<file path="src/rtl/pc_sequencer.sv">
// Program-counter sequencer: one-cycle BOOT, then sequential or taken-flow PC
// updates, held while memory asserts BUSYWAIT. Counts retired instructions.
module pc_sequencer (
    input  logic        CLK,
    input  logic        RESET,
    input  logic        BUSYWAIT,
    input  logic        FLOW_SELECT,
    input  logic [7:0]  OFFSET,
    output logic [31:0] PC,
    output logic [31:0] PC_PLUS4,
    output logic [31:0] TARGET,
    output logic        FETCH_VALID,
    output logic        STALLED,
    output logic        REDIRECT,
    output logic [15:0] INSTR_COUNT,
    output logic [1:0]  DBG_STATE
);

    localparam logic [1:0] ST_BOOT  = 2'd0;
    localparam logic [1:0] ST_RUN   = 2'd1;
    localparam logic [1:0] ST_STALL = 2'd2;

    logic [1:0]  state_q, state_d;
    logic [31:0] pc_q, pc_d;
    logic [15:0] cnt_q, cnt_d;
    logic        redirect_q, redirect_d;
    logic [31:0] offset_bytes;

    // Handshake: FETCH_VALID is the fetch-side valid and ~BUSYWAIT is memory
    // ready; an instruction retires on a rising edge where both are high.
    assign offset_bytes = {{22{OFFSET[7]}}, OFFSET, 2'b00};
    assign PC_PLUS4     = pc_q + 32'd4;
    assign TARGET       = PC_PLUS4 + offset_bytes;

    always_comb begin
        state_d    = state_q;
        pc_d       = pc_q;
        cnt_d      = cnt_q;
        redirect_d = 1'b0;
        case (state_q)
            ST_BOOT: begin
                state_d = ST_RUN;
            end
            ST_RUN, ST_STALL: begin
                if (BUSYWAIT) begin
                    state_d = ST_STALL;
                end else begin
                    state_d    = ST_RUN;
                    pc_d       = FLOW_SELECT ? TARGET : PC_PLUS4;
                    redirect_d = FLOW_SELECT;
                    if (cnt_q != 16'hFFFF) begin
                        cnt_d = cnt_q + 16'd1;
                    end
                end
            end
            default: begin
                state_d = ST_BOOT;
            end
        endcase
    end

    always_ff @(posedge CLK or negedge RESET) begin
        if (!RESET) begin
            state_q    <= ST_BOOT;
            pc_q       <= 32'd0;
            cnt_q      <= 16'd0;
            redirect_q <= 1'b0;
        end else begin
            state_q    <= state_d;
            pc_q       <= pc_d;
            cnt_q      <= cnt_d;
            redirect_q <= redirect_d;
        end
    end

    assign PC          = {pc_q[31:2], 2'b00};
    assign FETCH_VALID = (state_q == ST_RUN) || (state_q == ST_STALL);
    assign STALLED     = (state_q == ST_STALL);
    assign REDIRECT    = redirect_q;
    assign INSTR_COUNT = cnt_q;
    assign DBG_STATE   = state_q;

endmodule

</file>
<file path="config.mk">
export PLATFORM = sky130hd
export DESIGN_NAME = pc_sequencer
export DESIGN_NICKNAME = d
export VERILOG_FILES = /design/src/rtl/pc_sequencer.sv
export SDC_FILE = /design/constraint.sdc
export NUM_CORES = 1
export LEC_CHECK = 0
export BUFFER_PORTS_ARGS = -buffer_cell sky130_fd_sc_hd__buf_2
export CORE_MARGIN = 5
export CORE_UTILIZATION = 45
export DETAILED_ROUTE_END_ITERATION = 10
export PLACE_DENSITY = 0.7
export SLEW_MARGIN = 30
export SYNTH_ARGS = -nofsm -noshare
export SYNTH_HDL_FRONTEND = slang
export SYNTH_SLANG_ARGS = --single-unit
export TNS_END_PERCENT = 20
</file>
<file path="constraint.sdc">
create_clock -name CLK -period 7.7 [get_ports CLK]
set_input_delay 0.385 -clock CLK [delete_from_list [all_inputs] [get_ports CLK]]
set_output_delay 0.385 -clock CLK [all_outputs]
set_load 0.005 [all_outputs]
</file>
==> results_dict.tcl <==
set metrics [dict create \
    final.setup.tns_ns 0 \
    drt-wirelength-per-cell_um 17.98 \
    period_minus_slack_ns 5.031 \
    synth_top_family_by_area "simple AND/OR/NAND/NOR gates" \
    max_freq_mhz 198.8 \
    r2r_cells 15 \
    cpMostUsedCell "xor2_1" \
    drtIter0Drc 366 \
    drt_wl_total_mm 14.67 \
    max_cap_violations 0 \
    yosys-mux-area-fraction 0.02182 \
    clock_skew_ns 0.006923 \
    start_util 0.4609 \
    yosys.area_share.simple 0.2180 \
    first_global_vias 4563 \
    r2r_setup_slack_ns 3.09 \
    ctsLongestPathBuffers 2 \
    total_leakage_power_nw 2.713 \
    cts_tree "done" \
    firstDrtPassIters 5 \
    ios 129 \
    coreArea_mm2 0.01032 \
    cts_hold_buf 0 \
    htree_levels 2 \
    clkSinkCount 49 \
    required_ns 7.32 \
    ir_worst_vdd_mv 0.2090 \
    cts_resized 0 \
    outcome "finished, final reports clean" \
    finalInstanceArea_mm2 0.005543 \
    cts_root_buf "clkbuf_8" \
    path_depth 15 \
    synth-edff-count 0 \
    critical_path.max_stage_delay_ns 0.50 \
    path_buf_inv 1 \
    powerDensity_mw_per_mm2 437.6 \
    cp.arrival_ns 4.65 \
    synth_ff_type "dfrtp_1" \
    syn_area_mm2 0.004758 \
    critPathLaunchType "flop" \
    synth_xor_area_frac 0.1307 \
    syn_avg_cell_area_um2 8.247 \
    synthAdderAreaFrac 0.1120 \
    row_count 37 \
    period_share 0.6534 \
    hp-class "in2async" \
    postRouteAntennaNets 0 \
    ys_ff_latch 49 \
    final_common_cell "buf_2" \
    synth_compound_gate_area_share 0.2104 \
    clk_pin_slew_ns 0.10 \
    die_h_um 112.8 \
    grt_max_degree 55 \
    finalNonFillerCells 816 \
    slowest_stage "a311oi_1" \
    yosysWarnings 0 \
    finalNetCount 733 \
    drc_errors 0 \
    ys_seq_area_frac 0.2577 \
    synth_cell_types 67 \
    cp_top_family "simple AND/OR/NAND/NOR gates" \
    placed_cell_area_mm2 0.005415 \
    die_w_um 112.8 \
    track_usage 0.2261 \
    max-slew-margin-rel 0.4459 \
    path_class "reg2out" \
    syn_to_final_growth_pct 16.49 \
    hold_viol 0 \
    die_area_mm2 0.01273 \
    rsz0062_at_grt "false" \
    synthCells 577 \
    setup_violations 0 \
    dp.cells 808 \
    synthArstFlopShare 1.000 \
    cts_buffers 5 \
    port_buffers 122 \
    postCtsSetupRepairBufs 0 \
    grt_antenna_before_repair 0 \
    final_util 0.5369 \
    worst_pin_slew_ns 0.8280 \
    report.final.slew_viol_count 0 \
    drive_gt1_frac 0.2162 \
    cp_cell_sequence "and4_1 > and4_2 > nand4_1 > nor2b_1 > and3_1 > xor2_1 > ha_1 > a21o_1 > a211o_1 > nor3_1 > nand3_1 > a311oi_1 > xnor2_1 > xor2_1 > buf_2" \
    worstSkewPairLatency_ns 0.30 \
    viasPerCell 5.919 \
    cp-end-kind "primary output" \
    grt_first_pass_wirelength_mm 23.87 \
    layout_common_cells "buf_2 (121), dfrtp_1 (49), nor2_1 (45), nand2_1 (43), xnor2_1 (43)" \
    hpwl_mm 11.31 \
    routabilityCongestion 0.9951 \
    overflow 0 \
    crit_path_max_fanout 7 \
    vias 4830 \
    num_antenna_cells 0 \
]
sequential cells by signal, summed over array words and instances, names as in the netlist:
name         cells
pc_q            30
INSTR_COUNT     16
DBG_STATE        2
REDIRECT         1
area by class of cell:
class                           instances  area [um2]
Clock buffer                            6       82.58
Clock inverter                          2       37.54
Fill cell                            1022        4781
Inverter                               19       71.32
Multi-Input combinational cell        480        3327
Sequential cell                        49        1226
Tap cell                              136       170.2
Timing Repair Buffer                  124       628.1
cells by family after synthesis:
group	count (synthesis)
compound gates	153
xor+xnor	71
fa+ha+maj	42
buf+inv	53
flops	49
mux	9
other cells	1
simple gates	199
cell usage after synthesis (4+ instances only):
| cell type | count | share of area |
|---|---|---|
| xnor2_1 | 43 | 0.079 |
| a21o_1 | 20 | 0.032 |
| ha_1 | 41 | 0.11 |
| nor2b_1 | 6 | 0.0079 |
| or3_1 | 4 | 0.0053 |
| o21bai_1 | 7 | 0.011 |
| o21ai_0 | 36 | 0.038 |
| and3_1 | 12 | 0.016 |
| nand3_1 | 23 | 0.024 |
| o211ai_1 | 4 | 0.0063 |
| xor2_1 | 28 | 0.052 |
| mux2i_1 | 7 | 0.015 |
| nand2_1 | 43 | 0.034 |
| dfrtp_1 | 49 | 0.26 |
| a31oi_1 | 11 | 0.014 |
| nand4_1 | 22 | 0.029 |
| clkbuf_1 | 22 | 0.017 |
| inv_1 | 19 | 0.015 |
| nor2_1 | 45 | 0.035 |
| buf_4 | 6 | 0.0095 |
| a221o_1 | 5 | 0.011 |
| and2_1 | 5 | 0.0066 |
| a21oi_1 | 37 | 0.039 |
| nor3_1 | 16 | 0.017 |
power by group:
part	switching (mW)	internal, mW
Clock	0.0927	0.106
Combinational	0.990	0.738
Sequential	0.146	0.354
worst paths after layout:
path                                            start                         end
hold / removal                                  RESET         pc_q[5]$_DFFE_PN0P_
max in group asynchronous                       RESET        pc_q[21]$_DFFE_PN0P_
hold reg to reg            INSTR_COUNT[9]$_DFFE_PN0P_  INSTR_COUNT[9]$_DFFE_PN0P_
setup reg to reg                  pc_q[4]$_DFFE_PN0P_        pc_q[31]$_DFFE_PN0P_
min in group CLK                             BUSYWAIT      DBG_STATE[1]$_DFF_PN0_
setup / recovery                  pc_q[4]$_DFFE_PN0P_                  TARGET[31]
stage by stage:
| stage | setup WS [ns] | total power, mW | hold WS, ns |
|---|---|---|---|
| 6_report | 2.669 | 2.426 | 0.1807 |
| 5_1_grt | 2.339 | 2.638 | 0.2521 |
| 4_1_cts | 2.734 | 2.417 | 0.2101 |
| 3_5_place_dp | 3.092 | 2.210 | 0.4712 |
| 3_3_place_gp | 3.231 | 2.187 | 0.4690 |
| 2_1_floorplan | 3.694 | 1.552 | 0.08941 |
routing by layer:
| layer | GRT usage | vias to the layer above | share of wire |
|---|---|---|---|
| met5 | 0 | - | 0 |
| met3 | 0.04171 | 24 | 0.073 |
| met4 | 0.06490 | 0 | 0.023 |
| li1 | - | 2296 | - |
| met1 | 0.3102 | 2329 | 0.44 |
| met2 | 0.3645 | 181 | 0.46 |
No activity file was read; power rests on OpenSTA's default activity.
